===== src/rtl/regfile_wb_arbiter.sv =====
// Register-file writeback arbiter: clears all registers after reset, then
// merges ALU (A) and load (B) writebacks into one registered write port.
module regfile_wb_arbiter #(
  parameter logic CLEAR_ON_RESET = 1'b1
) (
  input  logic        CLK,
  input  logic        RST,
  input  logic        a_valid,
  input  logic [4:0]  a_reg,
  input  logic [31:0] a_data,
  output logic        a_ready,
  input  logic        b_valid,
  input  logic [4:0]  b_reg,
  input  logic [31:0] b_data,
  output logic        b_ready,
  output logic [4:0]  dR,
  output logic [31:0] wData,
  output logic        wEnable,
  output logic        busy,
  output logic [15:0] conflict_cnt
);

  typedef enum logic {
    CLEAR,
    RUN
  } state_t;

  state_t      state;
  logic [4:0]  cnt;
  logic        last_b;
  logic        both;
  logic        acc_a;
  logic        acc_b;

  assign both  = a_valid & b_valid;
  assign acc_a = a_valid & a_ready;
  assign acc_b = b_valid & b_ready;
  assign busy  = RST ? CLEAR_ON_RESET : (state == CLEAR);

  // On a tie the requester that did not win last time goes first.
  always_comb begin
    a_ready = 1'b0;
    b_ready = 1'b0;
    if (!RST && state == RUN) begin
      if (a_valid && (!b_valid || last_b)) begin
        a_ready = 1'b1;
      end else if (b_valid) begin
        b_ready = 1'b1;
      end
    end
  end

  always_ff @(posedge CLK) begin
    if (RST) begin
      state        <= CLEAR_ON_RESET ? CLEAR : RUN;
      cnt          <= 5'd0;
      last_b       <= 1'b1;
      conflict_cnt <= 16'd0;
      wEnable      <= 1'b0;
      dR           <= 5'd0;
      wData        <= 32'd0;
    end else begin
      unique case (state)
        CLEAR: begin
          wEnable <= 1'b1;
          dR      <= cnt;
          wData   <= 32'd0;
          cnt     <= cnt + 5'd1;
          if (cnt == 5'd31) begin
            state <= RUN;
          end
        end
        RUN: begin
          if (both && conflict_cnt != 16'hFFFF) begin
            conflict_cnt <= conflict_cnt + 16'd1;
          end
          if (acc_a) begin
            dR      <= a_reg;
            wData   <= a_data;
            wEnable <= (a_reg != 5'd0);
            last_b  <= 1'b0;
          end else if (acc_b) begin
            dR      <= b_reg;
            wData   <= b_data;
            wEnable <= (b_reg != 5'd0);
            last_b  <= 1'b1;
          end else begin
            wEnable <= 1'b0;
          end
        end
        default: begin
          state <= RUN;
        end
      endcase
    end
  end

endmodule

===== config.mk =====
export PLATFORM = sky130hd
export DESIGN_NAME = regfile_wb_arbiter
export DESIGN_NICKNAME = d
export VERILOG_FILES = /design/src/rtl/regfile_wb_arbiter.sv
export SDC_FILE = /design/constraint.sdc
export NUM_CORES = 1
export LEC_CHECK = 0
export BUFFER_PORTS_ARGS = -buffer_cell sky130_fd_sc_hd__buf_2
export CORE_AREA = 4 4 92 94
export DETAILED_ROUTE_END_ITERATION = 8
export DIE_AREA = 0 0 96 98
export PLACE_DENSITY = 0.68
export SLEW_MARGIN = 10
export SYNTH_ARGS = -nofsm -noshare
export SYNTH_HDL_FRONTEND = slang
export SYNTH_SLANG_ARGS = --single-unit

===== constraint.sdc =====
create_clock -name CLK -period 2.1 [get_ports CLK]
set_clock_uncertainty 0.2 [all_clocks]
set_input_delay 0.42 -clock CLK [delete_from_list [all_inputs] [get_ports CLK]]
set_output_delay 0.42 -clock CLK [all_outputs]
set_load 0.005 [all_outputs]

# After elaboration in Yosys (flattened, before gate mapping)
# Index checks and enable logic that the tools add are counted.
[classes]
n_lt_le_gt_ge = 0
shift = 0
n_div = 0
mul = 0
n_reduce_logical = 11
mux = 19
n_bitwise = 4
n_addsub = 2
eq_ne = 3
[ops]
columns = ["cell", "count"]
rows = [
  ["2-to-1 mux 32 bit", 2],
  ["case mux 32 bit (2 select lines)", 1],
  ["adder 16 x 1 -> 16 bit (second input constant)", 1],
  ["inequality test 16 bit (second input constant)", 1],
  ["2-to-1 mux 1 bit", 12],
  ["2-to-1 mux 5 bit", 2],
  ["case mux 5 bit (2 select lines)", 1],
  ["nonzero test 5 bit", 2],
  ["adder 5 x 1 -> 5 bit (second input constant)", 1],
  ["== test 5 bit (second input constant)", 1],
  ["AND reduction 2 bit", 2],
  ["AND 1 bit", 3],
  ["logical AND 1 bit", 3],
  ["inequality test 3 x 1 -> 1 bit (second input constant)", 1],
  ["logical NOT 1 bit", 2],
  ["case mux 1 bit (2 select lines)", 1],
  ["nonzero test 2 bit", 1],
  ["logical OR 1 bit", 1],
  ["inverter 1 bit", 1],
]
[word_totals]
mem_count = 0
word_cells = 46
rom_bits = 0
reg_bits = 61
ram_bits = 0
latch_bits = 0
out_inout_bits = 57
in_bits = 78

# Depth between registers and ports, before layout
# Gate-level depths: netlist of run 1.
[logic_depth]
word_depth = 9
depth_mapped = 8
ltp_nobuf = 5

# Least setup slack after synthesis of run 1
# OpenSTA, ideal clock, no wires.
[synth_timing]
path_kind = "register to register"
start = "register conflict_cnt[5]"
end = "register conflict_cnt[11]"
setup_time_ns = 0.070
n_path_buf = 0
synth_period_minus_slack_ns = 1.924
slack_ns = 0.176
path_stages_with_launch = 5
arrival_time_ns = 1.653
required_time_ns = 1.830
path_cell_list = "dfxtp_1 nand4_1 or4_4 or4_1 a21oi_1"
[synth_between]
elab_chain_len = 3
elab_cells_between_ends = 4
classes_between = "add/sub (1); eq/ne (1); reduce/logical (2)"
[synth_lines]
columns = ["element", "line", "rtl"]
rows = [
  ["start: declaration", "20", "output logic [15:0] conflict_cnt"],
  ["start signal: assignment", "75", "conflict_cnt <= conflict_cnt + 16'd1;"],
  ["branches (longest 3 deep; another with adder 16 x 1 -> 16 bit)", "--", ""],
]
# Parallel ways; which one is timed is not known.
# A chain may end at the register's enable or synchronous reset.

# Worst setup path in the final report of run 1
[layout_timing]
start = "register state"
end = "output port a_ready"
[layout_between]
elab_chain_len = 2
[layout_lines]
columns = ["element", "line", "rtl"]
rows = [
  ["start: declaration", "28", "state_t state;"],
  ["start signal: assignment", "55", "state <= CLEAR_ON_RESET ? CLEAR : RUN;"],
  ["logical AND 1 bit", "44", "if (!RST && state == RUN) begin"],
  ["2-to-1 mux 1 bit", "44", ""],
  ["end: declaration", "11", "output logic a_ready,"],
]
# No other way between the ends.

==> results of run 1 <==
[worst paths after layout]
| path | startpoint | to | cells past startpoint |
|---|---|---|---|
| hold reg to reg | cnt[3]$_SDFFE_PP0N_ | dR[3]$_SDFFE_PP0P_ | 2 |
| setup / recovery | state$_SDFF_PP0_ | a_ready | 4 |
| setup reg to reg | conflict_cnt[0]$_SDFFE_PP0P_ | conflict_cnt[11]$_SDFFE_PP0P_ | 7 |
| hold / removal | a_reg[4] | dR[4]$_SDFFE_PP0P_ | 3 |
[layout make-up]
class / count / area [sq um] / area share
multi-input combinational: 234 / 1620 / 0.405
sequential: 61 / 1220 / 0.305
timing repair buffer: 152 / 831 / 0.207
clock buffer: 11 / 151 / 0.0378
tap: 102 / 128 / 0.0318
clock inverter: 5 / 35.0 / 0.00874
inverter: 5 / 18.8 / 0.00468
[cells in the final DEF (no fill, tap or decap), types with 5 or more instances in the layout]
master	instances
sky130_fd_sc_hd__a211oi_1	33
sky130_fd_sc_hd__dfxtp_1	60
sky130_fd_sc_hd__nor2_1	15
sky130_fd_sc_hd__nand2_1	7
sky130_fd_sc_hd__inv_1	5
sky130_fd_sc_hd__buf_2	134
sky130_fd_sc_hd__or4_1	7
sky130_fd_sc_hd__nor2b_1	16
sky130_fd_sc_hd__o21ai_0	8
sky130_fd_sc_hd__mux2_2	7
sky130_fd_sc_hd__a21oi_1	47
sky130_fd_sc_hd__clkbuf_8	11
sky130_fd_sc_hd__nand3_1	6
sky130_fd_sc_hd__mux2i_1	34
sky130_fd_sc_hd__o31ai_1	5
sky130_fd_sc_hd__buf_4	16
sky130_fd_sc_hd__nor4_1	7
[cells by family after synthesis]
family | count (synthesis) | synth area share
compound gates | 105 | 0.221
xor+xnor | 2 | 0.00592
fa+ha+maj | 3 | 0.0127
buf+inv | 32 | 0.0448
flops | 61 | 0.412
mux | 41 | 0.142
simple gates | 83 | 0.162
[power by group]
group,internal (mW),switching (mW)
registers,1.17,0.00655
logic,0.0873,0.0740
clock network,0.490,0.464
[sequential cells by signal, summed over array words and instances, names as in the netlist]
name          flops
cnt               5
conflict_cnt     16
dR                5
last_b            1
state             1
wData            32
wEnable           1
[worst max-delay path, stage by stage, from the launching register on]
cell	delay (ns)
sky130_fd_sc_hd__dfxtp_2	0.42
sky130_fd_sc_hd__nand2_1	0.14
sky130_fd_sc_hd__nor3_4	0.22
sky130_fd_sc_hd__buf_4	0.16
sky130_fd_sc_hd__buf_2	0.11
[metal layers]
metal	vias to the layer above	wire length, microns	GRT usage
li1	1503	-	-
met1	1309	3560	0.224
met2	100	3870	0.278
met3	12	648	0.0501
met4	0	125	0.0733
met5	-	0	0
[timing repair]
item	4_1_cts	5_1_grt
hold endpoints to repair	0	0
setup endpoints to repair	0	1
setup buffers	0	1
hold buffers	0	0
[stage by stage]
| step | setup slack [ns] | hold slack, ns |
|---|---|---|
| 2_1_floorplan | 0.176 | 0.283 |
| 3_3_place_gp | 0.0977 | 0.295 |
| 3_5_place_dp | 0.0747 | 0.311 |
| 4_1_cts | 0.0757 | 0.173 |
| 5_1_grt | 0.00361 | 0.181 |
| 6_report | 0.0921 | 0.186 |
==> key figures, run 1 <==
Critical path
  • WP data arrival: roughly 1.4 ns
  • Kind of end point of the critical path: output port
  • Critical Path Fanout Max: 8
  • Critical Path Start Type: register
  • Category of the critical setup timing path: reg -> out
  • Internal reg-to-reg setup slack: 0.12 ns
  • Critical Path RT: 1.48 ns

Clock network
  • Number of H-tree levels: 3
  • Worst-Skew Late Latency: about 0.33 ns
  • Root cell of the clock tree: sky130_fd_sc_hd__clkbuf_8
  • Number of gates resized after CTS: 0
  • Clock input transition at the sequential cells of the worst setup and hold paths: around 0.07 ns
  • Number of clock buffers inserted by TritonCTS: 9
  • CTS tree: done
  • Clock sinks: 61
  • Bufs on Longest Clock Path: 2

GRT
  • Wire length of the first global-routing pass: roughly 13000 microns
  • Number of antenna violations at the first check in global routing: 0
  • Number of global-route vias before repair: around 2900
  • Pin count of the biggest net entering global routing: 46
  • Overall track demand over capacity in global routing: 0.176
  • Total overflow reported by the global router: 0

Drt
  • DRC errors left: 0
  • Count of TritonRoute iterations in the first routing pass: 4
  • Drt first-iter violations: 95
  • Number of nets with antenna violations after routing: 0
  • Aggregate routed wire length: 8200 microns
  • Overall via count from detail_route: ~3000
  • Via density: 5.13
  • Post-detailed-route wirelength per cell: 14.4 microns

Cells and area
  • Number of nets in the finished design: 544
  • Post-Layout Inst Area: 4010 sq um
  • Share of final-layout standard cells stronger than drive strength 1: 0.387
  • Layout filler cell count: between 700 and 800
  • Count of non-filler cells in the finished layout: 570
  • Synthesis-to-layout area growth: 35.3%
  • Number of inserted diodes: 0
  • Post-layout utilization of the core: 0.524

STA
  • Transition time at the pin with the least slew margin: just over 0.5 ns
  • Hold Vio Cnt, Final: 0
  • Max-slew violation count: 0
  • Final-layout setup total negative slack: 0 ns
  • Shortest period the worst path allows: between 2 and 2.5 ns
  • Slew Limit Headroom: 0.661
  • RSZ-0062 raised after global routing: false
  • Final worst-path cycle share: 0.956
  • # setup viols final: 0
  • Maximum operating frequency: around 0.5 GHz

Hold path
  • Type of the worst min-delay path: in -> reg

Synth
  • Syn. warnings: 0
  • Most instantiated library cell after synthesis: sky130_fd_sc_hd__dfxtp_1
  • #FFs+latches synth: 61
  • Syn_area_per_cell: 9.06 sq um
  • Most frequent cells after synthesis: 61 x sky130_fd_sc_hd__dfxtp_1, 47 x sky130_fd_sc_hd__a21oi_1, 34 x sky130_fd_sc_hd__mux2i_1
  • Top flip-flop cell by instance count after synthesis: sky130_fd_sc_hd__dfxtp_1
  • Synthesized net count: ~410
  • Synth Cell Area: ~3000 sq um
  • Post-synth top area cell: sky130_fd_sc_hd__dfxtp_1
  • Count of mapped cells out of synthesis: between 300 and 400
  • Area fraction of the dominant cell type after synthesis: 0.412
  • Number of flops mapped to enable cells by yosys: 0
  • Async SR Flop Fraction: 0
  • Number of distinct library cells after synthesis: 42
  • Leading post-synthesis cells by cell area: sky130_fd_sc_hd__dfxtp_1 41%, sky130_fd_sc_hd__mux2i_1 11%, sky130_fd_sc_hd__a211oi_1 8.4%, sky130_fd_sc_hd__a21oi_1 7.9%, sky130_fd_sc_hd__nor2b_1 3.4%
  • Proportion of synthesized chip area in sequential cells: 0.412

Floorplan
  • FP Rows: 32
  • Initial Utilization: 0.387
  • Standard cell core area: between 7000 and 8000 sq um
  • I/O pin count: ~140
  • Horiz. Die Dim: around 96 microns
  • Die height: approximately 98 microns
  • Area enclosed by the die boundary: between 9000 and 10000 sq um

Pwr
  • Overall power after layout: around 2.3 mW
  • Power density over cell area: roughly 570 nW/um^2
  • Leakage power total: about 1.6 nW
  • Worst IR drop on VDD: 0.255 mV

Placed design
  • Routability cong.: around 0.8
  • HPWL after DPL: ~6100 microns
  • Post-DP Area: around 3800 sq um
  • Dpl cells: roughly 550
  • Count of buffers from port buffering: about 130

Flow run
  • Number of max-cap violations: 0

Status
  • Result of the run: finished, final reports clean
Power figures use the tool's default switching activity.
==> run 2, diff against run 1 <==
--- a/config.mk
+++ b/config.mk
@@ -6,10 +6,10 @@
 export NUM_CORES = 1
 export LEC_CHECK = 0
 export BUFFER_PORTS_ARGS = -buffer_cell sky130_fd_sc_hd__buf_2
-export CORE_AREA = 4 4 92 94
+export CORE_AREA = 4 4 85 87
 export DETAILED_ROUTE_END_ITERATION = 8
-export DIE_AREA = 0 0 96 98
-export PLACE_DENSITY = 0.68
+export DIE_AREA = 0 0 89 91
+export PLACE_DENSITY = 0.78
 export SLEW_MARGIN = 10
 export SYNTH_ARGS = -nofsm -noshare
 export SYNTH_HDL_FRONTEND = slang
==> run 2 against run 1 <==
Against the previous run: worst hold slack improved by 0.0061 ns; combinational power barely moved; fmax rose by 1.7%; critical path type is now reg -> reg; largest power group unchanged.
==> key figures, run 2 (synthesis gave the netlist of run 1 again) <==
Status
  • Result of the run: finished, final reports clean

Hold path
  • Type of the worst min-delay path: in -> reg

STA
  • Maximum operating frequency: 0.507 GHz (+1.7%)
  • Slew Limit Headroom: 0.687 (+0.0255)
  • Hold Vio Cnt, Final: 0 (unchanged)
  • Final-layout setup total negative slack: 0 ns (unchanged)
  • Final hold slack: 0.192 ns (+0.00608 ns)
  • Shortest period the worst path allows: 1.97 ns (-0.0343 ns)
  • Final worst-path cycle share: 0.940 (-0.0163)
  • Transition time at the pin with the least slew margin: 0.470 ns (-0.0336 ns)
  • # setup viols final: 0 (unchanged)
  • Max-slew violation count: 0 (unchanged)
  • Worst path setup slack after routing: 0.126 ns (+0.0343 ns)
  • RSZ-0062 raised after global routing: false

Critical path
  • WP data arrival: 2.03 ns (+0.64 ns)
  • Crit-path slowest cell: sky130_fd_sc_hd__or4_4
  • Worst-path cell chain: nand4_1 -> or4_4 -> or4_1 -> a21oi_1
  • Critical Path Start Type: register
  • Critical Path RT: 2.15 ns (+0.67 ns)
  • Reg-to-reg critical path startpoint: conflict_cnt[7]$_SDFFE_PP0P_
  • Internal reg-to-reg setup slack: 0.13 ns (about the same)
  • Critical Path Fanout Max: 5 (-3)
  • Kind of end point of the critical path: register
  • Critical register-to-register path endpoint: conflict_cnt[11]$_SDFFE_PP0P_
  • Category of the critical setup timing path: reg -> reg
  • Origin of the worst setup path: conflict_cnt[7]$_SDFFE_PP0P_
  • Worst reg-to-reg path cell count: 4 (-3)
  • Termination of the worst setup path: conflict_cnt[11]$_SDFFE_PP0P_
  • Largest stage delay on the critical path: 0.58 ns (+0.16 ns)

Placed design
  • HPWL after DPL: 6020 microns (-0.68%)
  • Dpl cells: 531 (-4.0%)
  • Post-DP Area: 3820 sq um (about the same)
  • Worst-case setup slack after placement: 0.0620 ns (-0.0127 ns)
  • Routability cong.: 0.825 (+3.4%)
  • Count of buffers from port buffering: 134 (unchanged)

Floorplan
  • I/O pin count: 135 (unchanged)
  • Initial Utilization: 0.466 (+0.0791)
  • Standard cell core area: 6350 sq um (-17%)
  • FP Rows: 29 (-9.4%)
  • Die height: 91 microns (-7.1%)
  • Horiz. Die Dim: 89 microns (-7.3%)
  • Area enclosed by the die boundary: 8100 sq um (-14%)

Pwr
  • Worst IR drop on VDD: 0.407 mV (+60%)
  • Reported net switching power: 519 uW (-4.7%)
  • Leakage power total: 1.67 nW (+4.1%)
  • Clock power frac: 0.447 (+0.030)
  • Overall power after layout: 2.41 mW (+5.4%)
  • Power density over cell area: 591 nW/um^2 (+3.6%)
  • Cell-internal power: 1.89 mW (+8.6%)
  • Proportion of power drawn by flip-flops and latches: 0.486 (-0.027)
  • Switching part of the total power: 0.215 (-0.0229)
  • Relative contribution of combinational cells to total power: 0.067 (-0.004)

Cells and area
  • Number of flip-flops in the largest register: 32 (unchanged)
  • Most used cells in the layout excluding fill and tap cells: 134 x sky130_fd_sc_hd__buf_2, 59 x sky130_fd_sc_hd__dfxtp_1, 47 x sky130_fd_sc_hd__a21oi_1
  • Number of inserted diodes: 0 (unchanged)
  • Count of non-filler cells in the finished layout: 551 (-3.3%)
  • Register with the most flip-flops: wData
  • Number of nets in the finished design: 550 (+1.1%)
  • Largest registers: wData: 32 flops, conflict_cnt: 16 flops
  • Post-layout utilization of the core: 0.642 (+0.118)
  • Synthesis-to-layout area growth: 37.7%
  • Share of final-layout standard cells stronger than drive strength 1: 0.397 (+0.00987)
  • Layout filler cell count: 554 (-24%)
  • Most common cell after layout, fill and taps aside: sky130_fd_sc_hd__buf_2
  • Post-Layout Inst Area: 4080 sq um (+1.8%)

Drt
  • Drt first-iter violations: 99 (+4.2%)
  • Number of nets with antenna violations after routing: 0 (unchanged)
  • Via density: 5.44 (+6.1%)
  • Overall via count from detail_route: 2999 (+2.6%)
  • Aggregate routed wire length: 8200 microns (about the same)
  • Post-detailed-route wirelength per cell: 14.9 microns (+3.5%)
  • Count of TritonRoute iterations in the first routing pass: 4 (unchanged)
  • DRC errors left: 0 (unchanged)

Clock network
  • Number of clock buffers inserted by TritonCTS: 9 (unchanged)
  • Clock input transition at the sequential cells of the worst setup and hold paths: 0.07 ns (about the same)
  • Worst-Skew Late Latency: 0.33 ns (about the same)
  • Bufs on Longest Clock Path: 2 (unchanged)
  • Clock sinks: 61 (unchanged)
  • CTS tree: done
  • Number of H-tree levels: 3 (unchanged)
  • Root cell of the clock tree: sky130_fd_sc_hd__clkbuf_8

Flow run
  • Number of max-cap violations: 0 (unchanged)

GRT
  • Total overflow reported by the global router: 0 (unchanged)
  • Pin count of the biggest net entering global routing: 46 (unchanged)
  • Number of global-route vias before repair: 2787 (-2.7%)
  • Overall track demand over capacity in global routing: 0.197 (+0.0205)
  • Wire length of the first global-routing pass: 12800 microns (-3.9%)
  • Number of antenna violations at the first check in global routing: 0 (unchanged)
run 2: how the worst min path moves through the flow:
stage	startpoint	end	cells past startpoint
2_1_floorplan	cnt[3]$_SDFFE_PP0N_	dR[3]$_SDFFE_PP0P_	2
3_5_place_dp	cnt[3]$_SDFFE_PP0N_	dR[3]$_SDFFE_PP0P_	2
4_1_cts	a_reg[4]	dR[4]$_SDFFE_PP0P_	3
5_1_grt	a_reg[1]	dR[1]$_SDFFE_PP0P_	3
3_3_place_gp	conflict_cnt[12]$_SDFFE_PP0P_	conflict_cnt[12]$_SDFFE_PP0P_	2
6_report	a_reg[4]	dR[4]$_SDFFE_PP0P_	3
run 2: layer usage:
layer / wire length, microns / GRT usage / part of all wire / vias up
li1: - / - / - / 1513
met1: 3450 / 0.245 / 0.42 / 1381
met2: 4050 / 0.324 / 0.49 / 96
met3: 568 / 0.0480 / 0.069 / 9
met4: 129 / 0.0782 / 0.016 / 0
met5: 0 / 0 / 0 / -
run 2: layout make-up:
cell class / instances / area, sq um / share of cell area
Clock buffer: 12 / 165 / 0.0405
Clock inverter: 4 / 45.0 / 0.0110
Inverter: 5 / 18.8 / 0.00460
Multi-Input combinational cell: 234 / 1620 / 0.398
Sequential cell: 61 / 1230 / 0.301
Tap cell: 77 / 96.3 / 0.0236
Timing Repair Buffer: 158 / 906 / 0.222
run 2: what timing repair did:
item / 4_1_cts / 5_1_grt
buffers inserted: 0 / 3
hold buffers: 0 / 0
resized for setup: 0 / 2
endpoints found under the setup margin: 0 / 5
run 2: worst max-delay path, delay by kind of cell (launching register included):
| family | cells | cell delay, ns |
|---|---|---|
| simple gates | 3 | 1.15 |
| flops | 1 | 0.39 |
| compound gates | 1 | 0.16 |
run 2: power by group through the flow:
stage | clock [mW] | sequential [mW] | combinational (mW)
2_1_floorplan | 0 | 1.20 | 0.0617
3_3_place_gp | 0 | 1.20 | 0.157
3_5_place_dp | 0 | 1.20 | 0.162
4_1_cts | 1.10 | 1.17 | 0.163
5_1_grt | 1.16 | 1.17 | 0.181
6_report | 1.08 | 1.17 | 0.162
==> run 3, diff against run 2 <==
--- a/config.mk
+++ b/config.mk
@@ -5,11 +5,12 @@
 export SDC_FILE = /design/constraint.sdc
 export NUM_CORES = 1
 export LEC_CHECK = 0
+export ABC_AREA = 1
 export BUFFER_PORTS_ARGS = -buffer_cell sky130_fd_sc_hd__buf_2
-export CORE_AREA = 4 4 85 87
+export CORE_AREA = 4 4 87 89
 export DETAILED_ROUTE_END_ITERATION = 8
-export DIE_AREA = 0 0 89 91
-export PLACE_DENSITY = 0.78
+export DIE_AREA = 0 0 91 93
+export PLACE_DENSITY = 0.79
 export SLEW_MARGIN = 10
 export SYNTH_ARGS = -nofsm -noshare
 export SYNTH_HDL_FRONTEND = slang
==> run 3 against run 2 <==
Against the previous run: die area grew 4.5%; worst setup slack gained 0.020 ns; cell count grew 21%; synthesized area grew 7.9%; via count grew 15%; clock power shrank 6%; synthesized cell count grew 37%; non-clock buffer count shrank 9; design area grew 2.2%; wire length grew 9.6%; critical endpoint is now a_ready.
==> key figures, run 3 <==
Placed design
  • HPWL after DPL: 6680 microns (+11%)
  • Post-DP Area: 3970 sq um (+4.0%)
  • Count of buffers from port buffering: 134 (unchanged)
  • Routability cong.: 0.892 (+8.1%)

Synth
  • Multiplexer area fraction after synthesis: 0 (-0.142)
  • Synth Cell Area: 3200 sq um (+7.9%)
  • Count of mapped cells out of synthesis: 447 (+37%)
  • Proportion of synthesized chip area in sequential cells: 0.382 (-0.0302)
  • Number of flops mapped to enable cells by yosys: 0 (unchanged)
  • Leading post-synthesis cells by cell area: sky130_fd_sc_hd__dfxtp_1 38%, sky130_fd_sc_hd__nand2_1 13%, sky130_fd_sc_hd__o211ai_1 7.5%, sky130_fd_sc_hd__a21oi_1 6.7%, sky130_fd_sc_hd__or2_0 5.5%
  • Synthesized net count: 528 (+29%)
  • Post-synthesis compound-gate area fraction: 0.183 (-0.0377)
  • Synthesized-area fraction occupied by xor and xnor cells: 0.00822 (+0.00231)
  • Simple logic cell fraction of the synthesized area: 0.333 (+0.171)
  • Combinational family with the most area after synthesis: simple AND/OR/NAND/NOR gates
  • Number of distinct library cells after synthesis: 34 (-19%)
  • Async SR Flop Fraction: 0 (unchanged)
  • Syn. warnings: 0 (unchanged)
  • Fraction of the mapped netlist area in adder cells: 0.0117 (-0.000928)
  • Post-synth top area cell: sky130_fd_sc_hd__dfxtp_1
  • Syn_area_per_cell: 7.15 sq um (-21%)
  • Top flip-flop cell by instance count after synthesis: sky130_fd_sc_hd__dfxtp_1
  • Most frequent cells after synthesis: 110 x sky130_fd_sc_hd__nand2_1, 61 x sky130_fd_sc_hd__dfxtp_1, 43 x sky130_fd_sc_hd__a21oi_1
  • Area fraction of the dominant cell type after synthesis: 0.382 (-0.0302)
  • Most instantiated library cell after synthesis: sky130_fd_sc_hd__nand2_1
  • #FFs+latches synth: 61 (unchanged)

Drt
  • Count of TritonRoute iterations in the first routing pass: 4 (unchanged)
  • Post-detailed-route wirelength per cell: 13.5 microns (-9.6%)
  • Overall via count from detail_route: 3457 (+15%)
  • Via density: 5.18 (-4.9%)
  • Number of nets with antenna violations after routing: 0 (unchanged)
  • DRC errors left: 0 (unchanged)
  • Drt first-iter violations: 142 (+43%)
  • Aggregate routed wire length: 8990 microns (+9.6%)

Floorplan
  • Horiz. Die Dim: 91 microns (+2.2%)
  • Area enclosed by the die boundary: 8460 sq um (+4.5%)
  • FP Rows: 30 (+3.4%)
  • Standard cell core area: 6760 sq um (+6.4%)
  • I/O pin count: 135 (unchanged)
  • Die height: 93 microns (+2.2%)
  • Initial Utilization: 0.473 (+0.00656)

Cells and area
  • Number of nets in the finished design: 664 (+21%)
  • Number of inserted diodes: 0 (unchanged)
  • Most common cell after layout, fill and taps aside: sky130_fd_sc_hd__buf_2
  • Post-Layout Inst Area: 4170 sq um (+2.2%)
  • Synthesis-to-layout area growth: 30.5%
  • Number of flip-flops in the largest register: 32 (unchanged)
  • Register with the most flip-flops: wData
  • Most used cells in the layout excluding fill and tap cells: 134 x sky130_fd_sc_hd__buf_2, 110 x sky130_fd_sc_hd__nand2_1, 61 x sky130_fd_sc_hd__dfxtp_1
  • Post-layout utilization of the core: 0.617 (-0.0251)
  • Share of final-layout standard cells stronger than drive strength 1: 0.313 (-0.0837)
  • Largest registers: wData: 32 flops, conflict_cnt: 16 flops

Critical path
  • Critical Path RT: 1.48 ns (-0.67 ns)
  • Critical Path Start Type: register
  • Category of the critical setup timing path: reg -> out
  • Critical register-to-register path endpoint: conflict_cnt[11]$_SDFFE_PP0P_
  • Critical Path Fanout Max: 15 (+10)
  • Largest stage delay on the critical path: 0.35 ns (-0.23 ns)
  • Worst-path cell chain: inv_2 -> nor2_4 -> nand3_4 -> clkinv_1 -> buf_2
  • WP data arrival: 1.33 ns (-0.70 ns)
  • Internal reg-to-reg setup slack: 0.22 ns (+0.09 ns)
  • Kind of end point of the critical path: output port
  • Cell type group with the largest total delay on the critical path: flip-flops
  • Crit-path slowest cell: sky130_fd_sc_hd__dfxtp_1
  • Reg-to-reg critical path startpoint: conflict_cnt[1]$_SDFFE_PP0P_
  • Worst reg-to-reg path cell count: 9 (+5)
  • Combined buffer and inverter count along the critical path: 3 (+3)

Clock network
  • Clock input transition at the sequential cells of the worst setup and hold paths: 0.07 ns (about the same)
  • Root cell of the clock tree: sky130_fd_sc_hd__clkbuf_8
  • Post-CTS Setup Inserts: 0 (unchanged)
  • Clock sinks: 61 (unchanged)
  • Worst-Skew Late Latency: 0.33 ns (about the same)
  • Number of clock buffers inserted by TritonCTS: 9 (unchanged)
  • Number of H-tree levels: 3 (unchanged)
  • CTS tree: done
  • Bufs on Longest Clock Path: 2 (unchanged)
  • Hold buffer count at CTS: 0 (unchanged)

STA
  • Final worst-path cycle share: 0.930 (-0.00961)
  • Max-slew violation count: 0 (unchanged)
  • Transition time at the pin with the least slew margin: 0.485 ns (+0.0156 ns)
  • Final-layout setup total negative slack: 0 ns (unchanged)
  • # setup viols final: 0 (unchanged)
  • Shortest period the worst path allows: 1.95 ns (-0.0202 ns)
  • Maximum operating frequency: 0.512 GHz (+1.0%)
  • Hold Vio Cnt, Final: 0 (unchanged)
  • RSZ-0062 raised after global routing: false
  • Slew Limit Headroom: 0.675 (-0.0116)

Pwr
  • Leakage power total: 1.79 nW (+6.9%)
  • Power density over cell area: 557 nW/um^2 (-5.8%)
  • Worst IR drop on VDD: 0.419 mV (+2.9%)

GRT
  • Number of antenna violations at the first check in global routing: 0 (unchanged)
  • Global-route track usage on met2: 0.348 (+0.0240)
  • Total overflow reported by the global router: 0 (unchanged)
  • Number of global-route vias before repair: 3189 (+14%)
  • Overall track demand over capacity in global routing: 0.210 (+0.0125)
  • Wire length of the first global-routing pass: 14600 microns (+15%)
  • Pin count of the biggest net entering global routing: 35 (-24%)
  • Global routing met3 resource utilization: 0.0418 (-0.00613)
  • Met1 Usage GRT: 0.263 (+0.0184)
  • Global route hottest layer: met2

Hold path
  • Worst Hold End: wData[1]$_SDFFE_PP0P_
  • Critical hold path startpoint: b_data[1]
  • Type of the worst min-delay path: in -> reg
  • Cell depth of the worst hold path: 3 (unchanged)

Flow run
  • Number of max-cap violations: 0 (unchanged)

Status
  • Result of the run: finished, final reports clean
==> run 3: worst register-to-register path, cell delays in order (launching register included) <==
cell                      delay [ns]
sky130_fd_sc_hd__dfxtp_1        0.39
sky130_fd_sc_hd__ha_1           0.23
sky130_fd_sc_hd__nand2_1        0.08
sky130_fd_sc_hd__nor2_2         0.14
sky130_fd_sc_hd__nand2_2        0.10
sky130_fd_sc_hd__nor2_4         0.10
sky130_fd_sc_hd__nand2_2        0.19
sky130_fd_sc_hd__nand2_8        0.19
sky130_fd_sc_hd__nand2_1        0.06
sky130_fd_sc_hd__a21oi_1        0.12
==> run 3: worst max-delay path by stage <==
| stage | start | endpoint | depth (start not counted) |
|---|---|---|---|
| 2_1_floorplan | RST | a_ready | 5 |
| 3_3_place_gp | RST | wData[6]$_SDFFE_PP0P_ | 7 |
| 3_5_place_dp | conflict_cnt[1]$_SDFFE_PP0P_ | conflict_cnt[5]$_SDFFE_PP0P_ | 9 |
| 4_1_cts | state$_SDFF_PP0_ | a_ready | 5 |
| 5_1_grt | state$_SDFF_PP0_ | b_ready | 6 |
| 6_report | state$_SDFF_PP0_ | a_ready | 5 |
==> run 3: cell families after synthesis <==
family | count (synthesis)
and+or+nand+nor | 226
AOI/OAI and AO/OA | 96
DFF | 61
buffers and inverters | 58
xor gates and xnor gates | 3
adders and majority gates | 3
==> run 3: final cells by class <==
cell class / instances / area (sq um)
sequential: 61 / 1220
fill: 626 / 2590
tap: 80 / 100
clock inverter: 4 / 47.5
clock buffer: 12 / 145
inverter: 34 / 128
multi-input combinational: 328 / 1720
timing repair buffer: 149 / 808
==> run 3: power breakdown <==
group	internal (mW)	switching [mW]
sequential	1.17	0.00776
combinational	0.0674	0.0640
clock	0.577	0.439
total	1.81	0.511
==> run 3: through the flow <==
step	power [mW]	cells	setup slack, ns	hold slack [ns]
after floorplan	1.24	447	0.394	0.239
after global placement	1.33	652	0.218	0.248
after detailed placement	1.33	652	0.197	0.251
after CTS	2.35	668	0.132	0.188
after global routing	2.43	668	0.0105	0.209
final	2.32	668	0.147	0.198
==> run 3: timing repair <==
action / in CTS / in global routing
resized for setup: 0 / 1
hold endpoints to repair: 0 / 0
setup endpoints to repair: 0 / 2
==> run 3: layer usage <==
layer	vias up	part of all wire	wire length, microns
met5	-	0	0
met4	0	0.025	226
met3	19	0.058	525
met2	118	0.48	4300
met1	1573	0.44	3930
li1	1747	-	-
